## config.mk

```make
export PLATFORM = sky130hd
export DESIGN_NAME = seg7_scan_driver
export DESIGN_NICKNAME = d
export VERILOG_FILES = /design/src/rtl/seg7_pkg.sv /design/src/rtl/seg7_hex_decode.sv /design/src/rtl/seg7_scan_driver.sv
export SDC_FILE = /design/constraint.sdc
export NUM_CORES = 1
export LEC_CHECK = 0
export CAP_MARGIN = 20
export CORE_AREA = 2 2 95 87
export CTS_CLUSTER_SIZE = 25
export DETAILED_ROUTE_END_ITERATION = 10
export DIE_AREA = 0 0 97 89
export PLACE_DENSITY = 0.66
export SETUP_SLACK_MARGIN = 0.1
export SLEW_MARGIN = 20
export SYNTH_ARGS = -nofsm -noshare
export SYNTH_HDL_FRONTEND = slang
export SYNTH_HIERARCHICAL = 1
export SYNTH_SLANG_ARGS = --single-unit
```

## constraint.sdc

```tcl
create_clock -name clk -period 3.2 [get_ports clk]
set_input_delay 0.96 -clock clk [delete_from_list [all_inputs] [get_ports clk]]
set_output_delay 0.96 -clock clk [all_outputs]
set_load 0.005 [all_outputs]
```

## src/rtl/seg7_pkg.sv

```systemverilog
// rtl/seg7_pkg.sv - shared constants, counter widths and hex segment table for the seven-segment scan driver
package seg7_pkg;

    localparam logic [6:0] SEG_BLANK = 7'h7F;

    localparam int REFRESH_DIV_DEFAULT  = 100000;
    localparam int BLINK_FRAMES_DEFAULT = 64;

    // Width of a counter running 0..n-1; never narrower than one bit.
    function automatic int cnt_width(input int n);
        return (n <= 2) ? 1 : $clog2(n);
    endfunction

    localparam int TICK_W  = cnt_width(REFRESH_DIV_DEFAULT);
    localparam int BLINK_W = cnt_width(BLINK_FRAMES_DEFAULT);

    // Active-low {g,f,e,d,c,b,a}.
    function automatic logic [6:0] hex_to_seg(input logic [3:0] nibble);
        logic [6:0] s;
        case (nibble)
            4'h0: s = 7'h40;
            4'h1: s = 7'h79;
            4'h2: s = 7'h24;
            4'h3: s = 7'h30;
            4'h4: s = 7'h19;
            4'h5: s = 7'h12;
            4'h6: s = 7'h02;
            4'h7: s = 7'h78;
            4'h8: s = 7'h00;
            4'h9: s = 7'h10;
            4'hA: s = 7'h08;
            4'hB: s = 7'h03;
            4'hC: s = 7'h46;
            4'hD: s = 7'h21;
            4'hE: s = 7'h06;
            default: s = 7'h0E;
        endcase
        return s;
    endfunction

endpackage

```

## src/rtl/seg7_hex_decode.sv

```systemverilog
// rtl/seg7_hex_decode.sv - combinational nibble to active-low seven-segment decoder
module seg7_hex_decode
    import seg7_pkg::*;
(
    input  logic [3:0] nibble,
    output logic [6:0] seg
);

    assign seg = hex_to_seg(nibble);

endmodule

```

## src/rtl/seg7_scan_driver.sv

```systemverilog
// rtl/seg7_scan_driver.sv - 4-digit multiplexed seven-segment driver with shadowed word capture and per-digit blink
module seg7_scan_driver
    import seg7_pkg::*;
#(
    parameter int REFRESH_DIV  = 100000,
    parameter int BLINK_FRAMES = 64
) (
    input  logic        clk,
    input  logic        rst_n,
    input  logic [15:0] in_data,
    input  logic        in_valid,
    output logic        in_ready,
    input  logic [3:0]  blink_mask,
    input  logic [3:0]  dp_mask,
    output logic [3:0]  an,
    output logic [6:0]  seg,
    output logic        dp,
    output logic        frame_done
);

    localparam int TW = cnt_width(REFRESH_DIV);
    localparam int BW = cnt_width(BLINK_FRAMES);
    localparam logic [TW-1:0] TICK_LAST  = TW'(REFRESH_DIV - 1);
    localparam logic [BW-1:0] BLINK_LAST = BW'(BLINK_FRAMES - 1);

    logic [TW-1:0] tick;
    logic [1:0]    idx;
    logic [15:0]   disp;
    logic [15:0]   shadow;
    logic          full;
    logic [BW-1:0] blink_cnt;
    logic          phase_on;

    logic          tick_last;
    logic          frame_end;
    logic          accept;
    logic          blank;
    logic [3:0]    nibble;
    logic [6:0]    dec_seg;

    assign tick_last = (tick == TICK_LAST);
    assign frame_end = tick_last && (idx == 2'd3);
    assign accept    = in_valid && !full;
    assign in_ready  = !full;
    assign blank     = blink_mask[idx] && !phase_on;

    always_comb begin
        nibble = disp[3:0];
        case (idx)
            2'd0: nibble = disp[3:0];
            2'd1: nibble = disp[7:4];
            2'd2: nibble = disp[11:8];
            default: nibble = disp[15:12];
        endcase
    end

    seg7_hex_decode u_dec (
        .nibble (nibble),
        .seg    (dec_seg)
    );

    always_ff @(posedge clk) begin
        if (!rst_n) begin
            tick       <= '0;
            idx        <= 2'd0;
            disp       <= 16'h0000;
            shadow     <= 16'h0000;
            full       <= 1'b0;
            blink_cnt  <= '0;
            phase_on   <= 1'b1;
            an         <= 4'b1111;
            seg        <= SEG_BLANK;
            dp         <= 1'b1;
            frame_done <= 1'b0;
        end else begin
            tick <= tick_last ? '0 : tick + 1'b1;
            if (tick_last)
                idx <= idx + 2'd1;

            // The display word only changes at a frame boundary, so a frame never mixes two words.
            if (frame_end && full) begin
                disp <= shadow;
                full <= 1'b0;
            end else if (accept) begin
                shadow <= in_data;
                full   <= 1'b1;
            end

            if (frame_end) begin
                if (blink_cnt == BLINK_LAST) begin
                    blink_cnt <= '0;
                    phase_on  <= !phase_on;
                end else begin
                    blink_cnt <= blink_cnt + 1'b1;
                end
            end

            an         <= ~(4'b0001 << idx);
            seg        <= blank ? SEG_BLANK : dec_seg;
            dp         <= blank ? 1'b1 : ~dp_mask[idx];
            frame_done <= frame_end;
        end
    end

endmodule

```

Yosys cells after proc, flatten, opt, wreduce, memory -nomap -nowiden
Memory sizes are Yosys's and may differ from the RTL's. A register that Yosys moved wholly into a read port is not among the register bits.
Index checks and enable logic that the tools add are counted.
Storage, ports and cells
  register bits after elaboration: 65
  ROM bits: 112
  bits of input ports: 27
  word-level logic and storage cells: 43
  memories kept: 1
Memory list
  (name not given): words 16, bits a word 7, rd ports 1, clocked after memory_dff 1, wr ports 0, RTL line seg7_pkg.sv:20  | case (nibble)
Operators by class
  add/subtract/negate cells: 3
  $lt $le $gt $ge: 1
  eq/ne operators: 5
  shifts and indexed selects: 1
  multiplexer cells: 6
  bitwise operators: 4
  reductions and logical operators: 12
Operator list (number)
  $add A17 B1 Y17 const B: 1
  $eq A17 B17 Y1 const B: 1
  $pmux W4 S3: 1
  $add A6 B1 Y6 const B: 1
  $eq A6 B6 Y1 const B: 1
  $mux W6: 1
  $reduce_or A2 Y1: 3
  $bmux W1 S2: 2
  $eq A2 B2 Y1 const B: 2
  $logic_and A1 B1 Y1: 4
  $not A4 Y4: 1
  $reduce_and A2 Y1: 2
  $shl A1 B2 Y4 const A: 1
  $lt A2 B3 Y1 const B: 1
  $not A1 Y1: 3
  $add A2 B1 Y2 const B: 1
  $eq A2 B1 Y1 const B: 1
  $logic_not A1 Y1: 2
  $logic_not A2 Y1: 1
  $mux W1: 2

Logic depth before layout (Yosys ltp)
Gate-level depths: netlist (run 1).
  word-level depth: 5
  depth in mapped cells: 10
  gate-level depth less buffers: 10

Hierarchy
The synthesis (run 1) kept the hierarchy.
Modules (own cells, without submodules)
  seg7_scan_driver: times used 1, cells each 344, area an instance 3084.2 sq um
  seg7_hex_decode: times used 1, cells each 32, area an instance 275.3 sq um

Least setup slack after synthesis (run 1)
OpenSTA, ideal clock, no wires.
  kind: flip-flop to flip-flop
  start: register idx[0]
  end: register seg[3]
  setup time: 133 ps
  arrival time: 2373 ps
  required time: 3067 ps
  setup slack: 695 ps
  stages on the path, launching flop included: 9
  cells stage by stage: dfxtp_1 > ha_1 > buf_1 > mux2i_1 > inv_1 > ha_1 > inv_1 > mux4_1 > nand2b_1
On the way
  elaborated cells between the ends (all ways): 8
  classes of those cells: 2 x eq/ne; 3 x mux; 3 x reduce/logical
RTL lines
  from (decl): RTL line seg7_scan_driver.sv:27  | logic [1:0] idx;
  from (signal assigned): RTL line seg7_scan_driver.sv:78  | idx <= idx + 2'd1;
  $eq A2 B2 Y1 (tied with other cells): RTL line seg7_scan_driver.sv:49  | case (idx)
  $pmux W4 S3 *: RTL line seg7_scan_driver.sv:49
  net nibble[0]: RTL line seg7_scan_driver.sv:38  | logic [3:0] nibble;
  to (decl): RTL line seg7_scan_driver.sv:16  | output logic [6:0] seg,
The timed path passes the listed nets; every way through them passes the cells marked *. The select of a mux whose other input is x is not followed.
A chain may end at the register's enable or synchronous reset.

Final worst setup path (run 1)
  start: register idx[0]
  end: register seg[0]
Same word-level chain as after synthesis.

==> run metrics, run 1 <==
outcome finished, final reports clean; global placement routability congestion 0.818; Max Cap Viol 0; data arrival time of the critical path 3010 ps; Cells after Synth 376; power density relative to cell area 424 mW/mm²; most instantiated library cell after synthesis nand2_1; number of global-route vias before repair 2426; clock transition time at the flip-flop clock pins of the worst setup and hold paths 80 ps; worst hold path type flip-flop to flip-flop; Worst Reg2Reg Path Length in Cells 10; final clock period utilization by the worst path 0.850; # port buffers 40; antenna fix cells 0; standard cell core area 0.00754 mm²; final std cell area, no fill 0.00397 mm²; pin slew with the least headroom to its limit 842 ps; Worst Hold Path Cells 2; most common flop cell mapped by yosys dfxtp_1; first-pass GRT wire length 11.6 mm; final worst path period need 2720 ps; synthesized area per cell 8.93 µm²; fraction of final layout cells with drive strength greater than 1 0.0865; vertical extent of the die 89 µm; number of antenna violations at the first check in global routing 0; crit path setup slack, layout 480 ps; CTS tree done; post-synth cell types 53; Met1 Routed Length 3.47 mm; area share of the largest cell type after synthesis 0.429; Clock Sinks 72; launching element type of the critical path flip-flop; clk root buf clkbuf_8; unrepaired setup endpoints after global routing no; maximum number of pins on one net before global-route repair 25; reported leakage power 1.40 nW; FILL cells 716; gr usage total 0.166; Top Ports 41; Final Hold Fails 0; routed length per placed instance 13.4 µm; Setup Skew 10.3 ps; type of destination of the critical path flip-flop; post-synthesis cell area 0.00336 mm²; most common library cells after synthesis nand2_1 (79), dfxtp_1 (72), a21oi_1 (26); number of enable flip-flop cells after synthesis 0; proportion of synthesized chip area in sequential cells 0.429; post-route antenna net violation count 0; highest net fanout along the worst path 8; post-cts repair resize count 0; final global-route overflow total 0; Net count, final 452; vias 2607; post-synthesis async set-or-reset flop share 0; dpl hpwl 4.80 mm; # rows 30; area enclosed by the die boundary 0.00863 mm²; peak supply drop 201 µV; vias per inst 5.09; Setup Slack @ Placement 527 ps; H-Tree Level Count 3; wire length after detailed routing 6.87 mm; final routed DRC violation total 0; Setup violations, final 0; met2 routed wirelength 2.97 mm; insertion delay to the later sink of the worst-skew pair 350 ps; number of buffers inserted by post-CTS setup repair 0; Area contributors post-synth dfxtp_1 (43%), nand2_1 (8.8%), mux2i_1 (7.4%); Net Count, Synth 417; Highest Clock Rate 368 MHz; initial DRC count 90; maximum buffer depth of the clock tree 2; Power, Total 1.68 mW; placed instance area 0.00379 mm²; first drt pass iteration count 4; starting density of the core 0.445; register bit count reported by yosys 72; die span in x 97 µm; setup total negative slack 0 ps; final hold slack 459 ps; Max-Slew Margin vs Limit 0.422; Max Used Layer met4; category of the most critical setup path flip-flop to flip-flop; number of buffers created by CTS 9; synthesis-to-layout area growth 18.2%; pins over their slew limit 0; cell type with the highest aggregate area in the netlist dfxtp_1; warning count from the yosys run 6; total met3 wirelength after detailed routing 349 µm; Hold-fix buffers, CTS 0; required time at the worst-slack endpoint 3490 ps
power by group:
part           total [mW]  internal (mW)  switching [mW]
Sequential          0.926          0.916          0.0105
Clock               0.651          0.287           0.363
Combinational       0.105         0.0575          0.0477
cells in the final DEF (no fill, tap or decap), types with 3 or more instances in the layout:
master           count
a21oi_1             26
a222oi_1             4
and4_1               4
buf_4                6
clkbuf_8             9
clkdlybuf4s50_1     40
dfxtp_1             72
ha_1                14
inv_1               16
mux2i_1             24
nand2_1             79
nand2b_1             7
nand3_1             11
nand4_1              8
nor2_1              23
nor3_1               4
nor4_1               3
o21ai_0              9
xnor2_1              5
xor2_1               7
flip-flops by register name, summed over array words and instances, names as in the netlist, 2 cells and up:
name / flops
seg: 7
idx: 2
shadow: 16
blink_cnt: 6
tick: 17
disp: 16
an: 4
per-layer routing:
| layer | global-route usage | vias up |
|---|---|---|
| met5 | 0 | - |
| met4 | 0.0602 | 0 |
| met3 | 0.0438 | 6 |
| met2 | 0.259 | 67 |
| met1 | 0.225 | 1171 |
| li1 | - | 1363 |
worst paths after layout:
kind / from / end / slack [ps]
worst min register to register: disp[2] / disp[2] / 460
worst max-delay path: idx[0] / seg[0] / 480
worst min-delay path: disp[2] / disp[2] / 460
worst max register to register: idx[0] / seg[0] / 480
stage by stage:
step / std cells / utilization
after floorplan: 376 / -
after detailed placement: 496 / 0.502
after CTS: 512 / 0.526
final: 512 / 0.526
after global routing: 512 / 0.526
after global placement: 496 / 0.502
critical path, stage by stage, from the launching register on:
cell	delay [ps]
dfxtp_1	510
inv_1	110
ha_1	280
a222oi_1	360
mux2i_1	230
inv_1	190
ha_1	210
and2b_2	240
or3b_1	380
o21ai_0	70
nand2b_1	110
cell type report:
cell class / count / area (µm²) / area share
well taps: 96 / 120 / 0.0302
clock buffers: 9 / 124 / 0.0312
multi-input cells: 266 / 1730 / 0.434
flip-flops and latches: 72 / 1440 / 0.363
inverters: 16 / 60.1 / 0.0151
repair buffers: 46 / 445 / 0.112
clock inverters: 7 / 55.1 / 0.0139
kinds of logic (layout without fill, tap and decap cells):
| group | Yosys count | count (layout) | synth area share |
|---|---|---|---|
| AO/OA/AOI/OAI | 51 | 51 | 0.0935 |
| multiplexers | 29 | 29 | 0.0991 |
| AND/OR/NAND/NOR | 160 | 160 | 0.235 |
| flip-flops | 72 | 72 | 0.429 |
| XOR/XNOR | 12 | 12 | 0.0313 |
| adder cells (fa/ha/maj) | 14 | 14 | 0.0521 |
| buffers and inverters | 38 | 78 | 0.0600 |
Power figures use the tool's default switching activity.
==> run 2, diff against run 1 <==
--- a/config.mk
+++ b/config.mk
@@ -6,11 +6,14 @@
 export NUM_CORES = 1
 export LEC_CHECK = 0
 export CAP_MARGIN = 20
+export CELL_PAD_IN_SITES_DETAIL_PLACEMENT = 0
+export CELL_PAD_IN_SITES_GLOBAL_PLACEMENT = 1
 export CORE_AREA = 2 2 95 87
 export CTS_CLUSTER_SIZE = 25
 export DETAILED_ROUTE_END_ITERATION = 10
 export DIE_AREA = 0 0 97 89
-export PLACE_DENSITY = 0.66
+export DONT_BUFFER_PORTS = 1
+export PLACE_DENSITY_LB_ADDON = 0.1
 export SETUP_SLACK_MARGIN = 0.1
 export SLEW_MARGIN = 20
 export SYNTH_ARGS = -nofsm -noshare
==> run 2 against run 1 <==
Effect of this change:
- clock power up 31%
- clock skew fell by 1.3 ps
- setup slack got worse by 3.0 ps
- clock-buffer cell count is 2 higher
- routed wire length hardly changed
- largest cell class unchanged
- die area did not move
- highest routed layer unchanged
- combinational power is 52% lower
- critical path type unchanged
- non-clock buffer count down 43
==> run metrics, run 2 (synthesis gave the netlist of run 1 again) <==
Cell Count, Final, Fillers Out 469 (was 512); final hold slack 459 ps (about the same); category of the most critical setup path flip-flop to flip-flop (unchanged); wire length after detailed routing 6.87 mm (about the same); largest stage delay on the critical path 540 ps (was 510 ps); slack of the worst reg-to-reg path 480 ps (about the same); synthesis-to-layout area growth 7.37% (was 18.2%); launch point of the critical path idx[0] (unchanged); starting density of the core 0.445 (unchanged); routed length per placed instance 14.6 µm (was 13.4 µm); top register by number of flip-flops tick (unchanged); Top Ports 41 (unchanged); pin slew with the least headroom to its limit 801 ps (was 842 ps); vias per inst 5.16 (was 5.09); standard cell core area 0.00754 mm² (unchanged); unrepaired setup endpoints after global routing no (unchanged); initial DRC count 124 (was 90); Setup Skew 9.02 ps (was 10.3 ps); final clock period utilization by the worst path 0.851 (was 0.850); Highest Clock Rate 367 MHz (was 368 MHz); buffers and inverters on the worst path 2 (unchanged); type of destination of the critical path flip-flop (unchanged); launching element type of the critical path flip-flop (unchanged); outcome finished, final reports clean (unchanged); Net count, final 409 (was 452); final worst path period need 2720 ps (about the same); sequential share of power 0.507 (was 0.551); post-route antenna net violation count 0 (unchanged); peak supply drop 188 µV (was 201 µV); combinational group share of total power 0.028 (was 0.063); first-pass GRT wire length 11.1 mm (was 11.6 mm); Setup violations, final 0 (unchanged); required time at the worst-slack endpoint 3420 ps (was 3490 ps); Max Cap Viol 0 (unchanged); clock power share 0.466 (was 0.387); H-Tree Level Count 3 (unchanged); gr usage total 0.163 (was 0.166); slowest CP cell mux2i_1 (was dfxtp_1); number of global-route vias before repair 2158 (was 2426); final global-route overflow total 0 (unchanged); global placement routability congestion 0.798 (was 0.818); hold path start shadow[15] (was disp[2]); worst hold path type flip-flop to flip-flop (unchanged); reported leakage power 1.26 nW (was 1.40 nW); leading cell type in the layout, fill and taps excluded nand2_1 (unchanged); pins over their slew limit 0 (unchanged); max reg flops 17 (unchanged); final routed DRC violation total 0 (unchanged); fraction of final layout cells with drive strength greater than 1 0.0885 (was 0.0865); antenna fix cells 0 (unchanged); setup total negative slack 0 ps (unchanged); post-cts repair resize count 0 (unchanged); launch point of the worst reg-to-reg path idx[0] (unchanged); die span in x 97 µm (unchanged); maximum buffer depth of the clock tree 2 (unchanged); cell-internal power 1.42 mW (was 1.26 mW); number of antenna violations at the first check in global routing 0 (unchanged); insertion delay to the later sink of the worst-skew pair 350 ps (about the same); data arrival time of the critical path 2950 ps (was 3010 ps); highest net fanout along the worst path 8 (unchanged); Max-Slew Margin vs Limit 0.451 (was 0.422); first drt pass iteration count 5 (was 4); maximum number of pins on one net before global-route repair 47 (was 25); number of placed instances, taps included 453 (was 496); vertical extent of the die 89 µm (unchanged); clock transition time at the flip-flop clock pins of the worst setup and hold paths 80 ps (about the same); # rows 30 (unchanged); kind of cell adding the most delay to the critical path multiplexers (was simple AND/OR/NAND/NOR gates); clk root buf clkbuf_8 (unchanged); CTS tree done (unchanged); area enclosed by the die boundary 0.00863 mm² (unchanged); Clock Sinks 72 (unchanged); switching power as a share of total power 0.222 (was 0.251); number of buffers inserted by post-CTS setup repair 0 (unchanged); Final Hold Fails 0 (unchanged); number of buffers created by CTS 9 (unchanged); vias 2421 (was 2607); highest-count cells in the layout ignoring fill and taps nand2_1 (79), dfxtp_1 (72), a21oi_1 (26), mux2i_1 (24), nor2_1 (23) (was nand2_1 (79), dfxtp_1 (72), clkdlybuf4s50_1 (40), a21oi_1 (26), mux2i_1 (24)); Power, Total 1.83 mW (was 1.68 mW); # port buffers 0 (was 40); largest registers in the final layout tick x17, disp x16, shadow x16 (unchanged); power density relative to cell area 507 mW/mm² (was 424 mW/mm²); Hold-fix buffers, CTS 0 (unchanged); critical path, cell by cell ha_1 > mux2i_1 > inv_1 > ha_1 > inv_1 > mux4_1 > nand2b_1 (was inv_1 > ha_1 > a222oi_1 > mux2i_1 > inv_1 > ha_1 > and2b_2 > or3b_1 > o21ai_0 > nand2b_1); Switch Pwr 407 µW (was 422 µW); dpl hpwl 4.76 mm (was 4.80 mm)
## run 2: changes by cell type in the layout (fill, tap and decap cells not counted), moves of 2 or more
cell	previous run	this run
bufinv_16	0	2
clkdlybuf4s50_1	40	0
clkinvlp_4	2	0
buf_4	6	3
clkbuf_8	9	11
## run 2: path summary, 6_finish.rpt
path                     end  cells past startpoint
setup / recovery      seg[3]                      7
hold / removal    shadow[15]                      2
setup reg to reg      seg[3]                      7
hold reg to reg   shadow[15]                      2
## run 2: through the flow
step,area [µm²],utilization,worst slack (ps)
6_report,3610,0.478,477
5_1_grt,3610,0.478,284
4_1_cts,3600,0.478,478
3_5_place_dp,3370,0.446,487
3_3_place_gp,3370,0.446,555
2_1_floorplan,3360,-,695
## run 2: power by group through the flow
stage,clock network (mW),registers [mW],logic (mW)
after floorplan,0,0.946,0.0485
after global placement,0,0.948,0.0508
after detailed placement,0,0.949,0.0519
after CTS,0.874,0.928,0.0520
after global routing,0.915,0.931,0.0589
final,0.852,0.927,0.0504
## run 2: worst reg2reg max path: stages, from the launching register on
cell	delay (ps)
dfxtp_1	510
ha_1	360
mux2i_1	540
inv_1	200
ha_1	330
inv_1	50
mux4_1	460
nand2b_1	150
## run 2: layout make-up
class,instances,area (µm²)
Sequential cell,72,1440
Tap cell,96,120
Inverter,16,60.1
Fill cell,763,3940
Clock buffer,11,151
Timing Repair Buffer,3,22.5
Clock inverter,5,86.3
Multi-Input combinational cell,266,1730
## run 2: per-layer routing
| metal | track usage | part of all wire | routed length, µm | vias up |
|---|---|---|---|---|
| li1 | - | - | - | 1274 |
| met1 | 0.245 | 0.56 | 3810 | 1086 |
| met2 | 0.220 | 0.38 | 2640 | 57 |
| met3 | 0.0579 | 0.052 | 358 | 4 |
| met4 | 0.0435 | 0.0080 | 55 | 0 |
| met5 | 0 | 0 | 0 | - |
